==> src/rtl/cpu_pkg.sv <==
// rtl/cpu_pkg.sv - shared core types and constants for the fetch stage
package cpu_pkg;
    localparam int XLEN = 32;
    localparam logic [XLEN-1:0] RESET_PC = 32'h0000_0000;

    typedef logic [XLEN-1:0] insn_t;

    localparam insn_t NOP = 32'h0000_0013;

    typedef struct packed {
        insn_t           word;
        logic [XLEN-1:0] pc;
    } fetch_entry_t;
endpackage

==> src/rtl/fetch_fifo.sv <==
// rtl/fetch_fifo.sv - prefetch buffer of {word, pc} entries with flush
module fetch_fifo
    import cpu_pkg::*;
#(
    parameter int DEPTH = 2,
    localparam int PW = $clog2(DEPTH),
    localparam int CW = PW + 1
) (
    input  logic         clk,
    input  logic         rst,
    input  logic         flush,
    input  logic         push,
    input  fetch_entry_t push_data,
    input  logic         pop,
    output fetch_entry_t head,
    output logic [CW-1:0] count
);
    fetch_entry_t      mem [DEPTH];
    logic [PW-1:0]     wr_ptr;
    logic [PW-1:0]     rd_ptr;

    assign head = mem[rd_ptr];

    // Flush wins over a same-cycle push so a killed word can never land.
    always_ff @(posedge clk) begin
        if (rst) begin
            wr_ptr <= '0;
            rd_ptr <= '0;
            count  <= '0;
            for (int i = 0; i < DEPTH; i++) begin
                mem[i] <= '0;
            end
        end else if (flush) begin
            wr_ptr <= '0;
            rd_ptr <= '0;
            count  <= '0;
        end else begin
            if (push) begin
                mem[wr_ptr] <= push_data;
                wr_ptr      <= wr_ptr + PW'(1);
            end
            if (pop) begin
                rd_ptr <= rd_ptr + PW'(1);
            end
            count <= count + CW'(push) - CW'(pop);
        end
    end
endmodule

==> src/rtl/fetch_unit.sv <==
// rtl/fetch_unit.sv - fetch PC, ROM issue and redirect kill for decode
module fetch_unit
    import cpu_pkg::*;
#(
    parameter int          ADDR_W   = 7,
    parameter int          DEPTH    = 2,
    parameter logic [31:0] RESET_PC = cpu_pkg::RESET_PC
) (
    input  logic              clk,
    input  logic              rst,
    output logic              rom_en,
    output logic [ADDR_W-1:0] rom_addr,
    input  logic [31:0]       rom_data,
    input  logic              redirect_valid,
    input  logic [31:0]       redirect_pc,
    output logic              insn_valid,
    output logic [31:0]       insn,
    output logic [31:0]       insn_pc,
    input  logic              insn_ready
);
    localparam int CW = $clog2(DEPTH) + 1;

    logic [31:0]   fpc;
    logic [31:0]   infl_pc;
    logic          inflight;
    logic          kill;
    logic [CW-1:0] count;
    logic [CW:0]   occupancy;
    logic          transfer;
    logic          push;
    fetch_entry_t  head;
    fetch_entry_t  push_data;

    assign insn_valid = (count != '0) && !redirect_valid;
    assign insn       = head.word;
    assign insn_pc    = head.pc;
    assign transfer   = insn_valid && insn_ready;

    // Count the in-flight word as occupied so its response always has a slot.
    assign occupancy = {1'b0, count} + (CW+1)'(inflight) - (CW+1)'(transfer);
    assign rom_en    = !rst && !redirect_valid && (occupancy < (CW+1)'(DEPTH));
    assign rom_addr  = fpc[ADDR_W+1:2];

    assign push      = inflight && !kill;
    assign push_data = '{word: rom_data, pc: infl_pc};

    always_ff @(posedge clk) begin
        if (rst) begin
            fpc      <= RESET_PC;
            infl_pc  <= '0;
            inflight <= 1'b0;
            kill     <= 1'b0;
        end else if (redirect_valid) begin
            fpc      <= redirect_pc & ~32'h3;
            inflight <= 1'b0;
            kill     <= inflight;
        end else begin
            inflight <= rom_en;
            kill     <= 1'b0;
            if (rom_en) begin
                infl_pc <= fpc;
                fpc     <= fpc + 32'd4;
            end
        end
    end

    fetch_fifo #(.DEPTH(DEPTH)) u_fifo (
        .clk       (clk),
        .rst       (rst),
        .flush     (redirect_valid),
        .push      (push),
        .push_data (push_data),
        .pop       (transfer && !rst),
        .head      (head),
        .count     (count)
    );
endmodule

==> config.mk <==
export PLATFORM = sky130hd
export DESIGN_NAME = fetch_unit
export DESIGN_NICKNAME = d
export VERILOG_FILES = /design/src/rtl/cpu_pkg.sv /design/src/rtl/fetch_fifo.sv /design/src/rtl/fetch_unit.sv
export SDC_FILE = /design/constraint.sdc
export NUM_CORES = 1
export LEC_CHECK = 0
export BUFFER_PORTS_ARGS = -buffer_cell sky130_fd_sc_hd__buf_2
export CELL_PAD_IN_SITES_DETAIL_PLACEMENT = 0
export CELL_PAD_IN_SITES_GLOBAL_PLACEMENT = 1
export CORE_MARGIN = 1.5
export CORE_UTILIZATION = 40
export CTS_CLUSTER_SIZE = 14
export DETAILED_ROUTE_END_ITERATION = 16
export GPL_TIMING_DRIVEN = 0
export PLACE_DENSITY_LB_ADDON = 0.1
export SYNTH_ARGS = -nofsm -noshare
export SYNTH_HDL_FRONTEND = slang
export SYNTH_SLANG_ARGS = --single-unit
==> constraint.sdc <==
create_clock -name clk -period 3 [get_ports clk]
set_input_delay 0.3 -clock clk [delete_from_list [all_inputs] [get_ports clk]]
set_output_delay 0.3 -clock clk [all_outputs]
set_load 0.01 [all_outputs]
### Yosys cells after proc, flatten, opt, wreduce, memory -nomap -nowiden

Memory sizes are Yosys's and may differ from the RTL's. A register that Yosys moved wholly into a read port is not among the register bits.
Index checks and enable logic that the tools add are counted.

* latch bits: 0
* bits in registers: 70
* bits in writable memories: 128
* ROM bits: 0
* word-level logic and storage cells: 46
* output and inout port bits: 73
* input bits: 68
* memories kept: 1

* reduce and logical (&&, ||, !) cells: 15
* multiply operators: 0
* bitwise operators: 1
* multiplexer cells: 13
* div/mod/pow operators: 0
* shifts and indexed selects: 0
* eq/ne operators: 0
* $lt $le $gt $ge: 1
* add/sub/neg operators: 7

Memory list
* u_fifo.mem: words 2, width 64, read ports 1, clocked after memory_dff 1, wr ports 2, RTL line fetch_fifo.sv:18 `fetch_entry_t mem [DEPTH];`

Operators by type and width (count)
* 32-bit two-way mux: 2
* 64-bit two-way mux: 1
* 64-bit OR reduction: 1
* 32-bit by 3-bit adder with 32-bit output (second input constant): 1
* 1-bit two-way mux: 10
* 1-bit logical AND: 6
* 2-bit nonzero test: 2
* 2-bit OR reduction: 2
* 2-bit by 1-bit adder with 3-bit output: 1
* 1-bit zero test: 3
* 3-bit by 2-bit less-than comparator with 1-bit output (second input constant): 1
* 3-bit by 1-bit subtractor with 3-bit output: 1
* 1-bit adder (second input constant): 2
* 2-bit by 1-bit adder with 2-bit output: 1
* 2-bit AND reduction: 1
* 2-bit by 1-bit subtractor with 2-bit output: 1
* 1-bit NOT: 1

### Depth between registers and ports, before layout

* word-level depth: 8
* mapped depth: 14
* gate-level depth less buffers: 13

### By module

A second synthesis with hierarchy kept.

* cells, all modules: 743
* area, all modules: 8788.4 um^2

By module, submodules not included
* fetch_fifo: area an instance 5894.4 um^2, seq. area each 3943.8 um^2, cells an instance 378, times used 1
* fetch_unit: area an instance 2894.0 um^2, seq. area each 1241.2 um^2, cells an instance 365, times used 1

### Worst setup path after synthesis

No wires, ideal clock.

* path kind: flip-flop to flip-flop
* start point: register u_fifo.count[1]
* end point: register fpc[11]
* required time: 2.866 ns
* path buffers: 0
* clock period less this slack: 3.125 ns
* cell stages (with the launch flop): 13
* setup time: 0.134 ns
* arrival: 2.992 ns
* path slack: -0.125 ns
* cells stage by stage: dfxtp_1 -> nor2_1 -> nor2_1 -> nand2_1 -> inv_1 -> ha_1 -> nand2b_1 -> fa_1 -> nor3b_2 -> or4b_4 -> or3_1 -> a31oi_1 -> o22ai_1

* cells in the longest elaborated chain, start to end: 7
* elaborated cells on any way between the ends: 8
* those cells by class: add/sub (2); order compare (1); reduce/logical (5)

Ends and longest elaborated chain
* start: declaration: RTL line fetch_fifo.sv:16 `output logic [CW-1:0] count`
* start signal: assignment: RTL line fetch_fifo.sv:45 `count <= count + CW'(push) - CW'(pop);`
* 2-bit nonzero test: RTL line fetch_unit.sv:34 `assign insn_valid = (count != '0) && !redirect_valid;`
* 1-bit logical AND: RTL line fetch_unit.sv:34
* named net insn_valid: RTL line fetch_unit.sv:16 `output logic insn_valid,`
* 1-bit logical AND: RTL line fetch_unit.sv:37 `assign transfer = insn_valid && insn_ready;`
* 3-bit by 1-bit subtractor with 3-bit output: RTL line fetch_unit.sv:40 `assign occupancy = {1'b0, count} + (CW+1)'(inflight) - (CW+1)'(transfer);`
* 3-bit by 2-bit less-than comparator with 1-bit output: RTL line fetch_unit.sv:41 `assign rom_en = !rst && !redirect_valid && (occupancy < (CW+1)'(DEPTH));`
* 1-bit logical AND: RTL line fetch_unit.sv:41
* 2-bit nonzero test (no line)
* end signal: assignment: RTL line fetch_unit.sv:54 `fpc <= redirect_pc & ~32'h3;`
* end signal: assignment: RTL line fetch_unit.sv:62 `fpc <= fpc + 32'd4;`
* end: declaration: RTL line fetch_unit.sv:23 `logic [31:0] fpc;`

The timed path passes the listed nets, and every way through them passes these cells.
A chain may end at the register's enable or synchronous reset.

### Worst setup path in the final report

* start point: register u_fifo.count[0]
* end point: output rom_en

* cells in the longest elaborated chain, start to end: 6
* elaborated cells on any way between the ends: 7
* those cells by class: add/sub (2); order compare (1); reduce/logical (4)

Ends and longest elaborated chain
* branches (longest 3 deep; another with 2-bit by 1-bit adder with 3-bit output)
* 3-bit by 1-bit subtractor with 3-bit output (*): RTL line fetch_unit.sv:40
* 3-bit by 2-bit less-than comparator with 1-bit output (*): RTL line fetch_unit.sv:41
* 1-bit logical AND (*): RTL line fetch_unit.sv:41
* end: declaration: RTL line fetch_unit.sv:11 `output logic rom_en,`

Every way passes the cells marked *.

==> flow_metrics.env <==
export IMPL_status="finished, violations left"
export IMPL_violations="setup timing"
export IMPL_highest_layer="met4"
export IMPL_diodes=0
export IMPL_drtIter0Drc=310
export IMPL_critPathLaunchType="flop"
export IMPL_fin_crit_sh=1.01
export IMPL_synth_edf_count=124
export IMPL_post_dp_cell_area_sq_mm=0.00954
export IMPL_ant_nets=0
export IMPL_fillers=1868
export IMPL_seq_power_share=0.518
export IMPL_clock_sinks=191
export IMPL_numCtsBuffers=17
export IMPL_async_flop_share=0
export IMPL_cts_buffer_depth=2
export IMPL_tightest_slew_ps=952
export IMPL_place_gp_congestion=0.866
export IMPL_worst_setup_path_end_kind="output pin"
export IMPL_syn_inst=729
export IMPL_p_per_area_mw_per_mm2=554
export IMPL_ctsHoldBuffers=0
export IMPL_dp_cells=1136
export IMPL_combPwrFrac=0.079
export IMPL_viasPerCell=5.01
export IMPL_layout_commonest_cell="buf_2"
export IMPL_die_height_um=148
export IMPL_met2_length_um=9440
export IMPL_die_width_um=148
export IMPL_syn_area_per_cell_sq_um=11.6
export IMPL_worstHoldPathType="input port to flop"
export IMPL_synth_area_leaders="edfxtp_1, dfxtp_1, and2_1"
export IMPL_skew_ps=12.7
export IMPL_clkLatencyLatePin_ps=430
export IMPL_routed_wl_um=19900
export IMPL_syn_area_sq_mm=0.00845
export IMPL_drv_slew=0
export IMPL_setup_viol=2
export IMPL_syn2layout_area_growth_pct=22.7
export IMPL_hold_viol=0
export IMPL_power_switching_uw=1310
export IMPL_grt_usage=0.189
export IMPL_met1_length_um=9120
export IMPL_start_util=0.412
export IMPL_synth_top_area_share=0.440
export IMPL_worstPathArrival_ps=2740
export IMPL_drive_gt1_frac=0.314
export IMPL_vias=5916
export IMPL_cts_root_buf="clkbuf_16"
export IMPL_cap_violations=0
export IMPL_clkTransAtPathRegs_ps=70
export IMPL_dr_wl_met3_um=1010
export IMPL_fin_cells=1181
export IMPL_hpwl_um=13500
export IMPL_p_leak_uw=0.00408
export IMPL_setup_slack_ps=-43.2
export IMPL_synth_cell_types=48
export IMPL_die_area_sq_mm=0.0220
export IMPL_cts_tree="yes"
export IMPL_p_clk_frac=0.403
export IMPL_rsz0062_at_grt="true"
export IMPL_crit_type="flop to output pin"
export IMPL_design_area_sq_mm=0.0104
export IMPL_cp_data_required_time_ps=2700
export IMPL_ys_warn_count=0
export IMPL_io_buffers=134
export IMPL_cts_htree_levels=4
export IMPL_vdd_drop_max_uv=369
export IMPL_io_pins=141
export IMPL_grt_pass1_wl_um=32200
export IMPL_layout_common_cells="buf_2, and2_1, edfxtp_1"
export IMPL_max_freq_ghz=0.329
export IMPL_critical_path_max_fanout=7
export IMPL_core_area_sq_mm=0.0205
export IMPL_finalSetupTns_ps=-72.0
export IMPL_synth_top_area_cell="edfxtp_1"
export IMPL_holdWs_ps=112
export IMPL_internal_power_uw=4440
export IMPL_drc=0
export IMPL_finalCriticalPeriod_ps=3040
export IMPL_dr_pass1_iters=5
export IMPL_maxSlewHeadroom=0.363
export IMPL_wl_per_cell_um=16.8
export IMPL_yosysSeqAreaShare=0.599
export IMPL_ys_flop_type="edfxtp_1"
export IMPL_rows=52
export IMPL_synth_seq_cells=191
export IMPL_first_global_vias=6117
export IMPL_antenna_found_initial=0
export IMPL_nNetsFinal=971
export IMPL_swShare=0.228
export IMPL_grt_ovfl_total=0
export IMPL_grt_max_degree=63
Yosys cell counts, types with 2 or more instances:
| cell | instances |
|---|---|
| nand3_2 | 2 |
| nor3_1 | 8 |
| xnor2_1 | 4 |
| buf_2 | 6 |
| edfxtp_1 | 124 |
| a31oi_1 | 11 |
| or2_2 | 3 |
| nand3_1 | 16 |
| nand4_1 | 7 |
| nor2_1 | 22 |
| o311ai_0 | 2 |
| inv_1 | 8 |
| clkbuf_1 | 33 |
| mux2_2 | 64 |
| and2_1 | 133 |
| buf_4 | 9 |
| ha_1 | 4 |
| a211oi_1 | 6 |
| and3_1 | 7 |
| nor4_1 | 4 |
| dfxtp_1 | 67 |
| nand2_1 | 80 |
| o22ai_1 | 7 |
| nand4b_1 | 2 |
| o21ai_0 | 7 |
| o211ai_1 | 4 |
| a21oi_1 | 44 |
| a22oi_1 | 3 |
| xor2_1 | 16 |
| or3_1 | 5 |
| buf_1 | 4 |
routing by layer:
| layer | GRT usage | vias to the layer above |
|---|---|---|
| li1 | - | 2895 |
| met1 | 0.250 | 2828 |
| met2 | 0.314 | 174 |
| met3 | 0.0377 | 19 |
| met4 | 0.0550 | 0 |
| met5 | 0 | - |
flip-flops by register name, indices dropped and copies added, names as in the netlist, named ones only:
| signal | flops |
|---|---|
| infl_pc | 30 |
| fpc | 30 |
| u_fifo.mem | 124 |
| u_fifo.rd_ptr | 1 |
| inflight | 1 |
| kill | 1 |
| u_fifo.wr_ptr | 1 |
| u_fifo.count | 2 |
cell type report:
| class | instances | area [sq um] | share of cell area |
|---|---|---|---|
| Timing Repair Buffer | 149 | 830 | 0.0800 |
| Inverter | 9 | 36.3 | 0.00350 |
| Tap cell | 270 | 338 | 0.0326 |
| Sequential cell | 191 | 5070 | 0.489 |
| Buffer | 53 | 260 | 0.0251 |
| Multi-Input combinational cell | 477 | 3220 | 0.311 |
| Clock buffer | 23 | 522 | 0.0503 |
| Clock inverter | 9 | 91.3 | 0.00881 |
power by group through the flow:
stage / logic, uW / registers (uW) / clock network (uW)
2_1_floorplan: 251 / 3010 / 0
3_3_place_gp: 412 / 3030 / 0
3_5_place_dp: 430 / 3030 / 0
4_1_cts: 450 / 2980 / 2360
5_1_grt: 499 / 2990 / 2460
6_report: 453 / 2980 / 2310
per-stage QoR:
step / worst slack (ps) / util / power, uW
2_1_floorplan: 7.49 / - / 3260
3_3_place_gp: -458 / 0.462 / 3440
6_report: -43.2 / 0.506 / 5740
3_5_place_dp: -401 / 0.465 / 3460
4_1_cts: -84.1 / 0.502 / 5780
5_1_grt: -151 / 0.506 / 5950
kinds of logic after synthesis:
logic type                 synth area share
muxes                                0.0864
and+or+nand+nor                       0.193
adders and majority gates           0.00829
AOI/OAI and AO/OA                    0.0592
DFF                                   0.599
xor gates and xnor gates             0.0207
buffers and inverters                0.0326
other                              0.000444
critical path, stage by stage (launching register included):
cell	delay, ps
dfxtp_2	340
nor2_4	130
nor2_4	50
nand2_4	80
inv_4	40
ha_4	200
nand2b_4	130
fa_2	540
nor3b_4	200
buf_4	140
nand2_2	60
inv_2	80
buf_6	110
buf_8	110
buf_6	100
repair_timing:
| item | 4_1_cts | 5_1_grt |
|---|---|---|
| pin swaps | 4 | 4 |
| buffers inserted | 9 | 4 |
| endpoints found under the setup margin | 55 | 33 |
| resized for setup | 20 | 10 |
worst paths after layout:
path,startpoint,end,slack (ps),depth (start not counted)
setup / recovery,u_fifo.count[0]$_SDFF_PP0_,rom_en,-40,14
hold / removal,redirect_pc[22],fpc[22]$_SDFFE_PP0P_,110,3
setup reg to reg,u_fifo.count[0]$_SDFF_PP0_,fpc[11]$_SDFFE_PP0P_,-30,13
hold reg to reg,infl_pc[27]$_SDFFE_PP0P_,infl_pc[27]$_SDFFE_PP0P_,460,2
(Power assumes the default switching activity.)
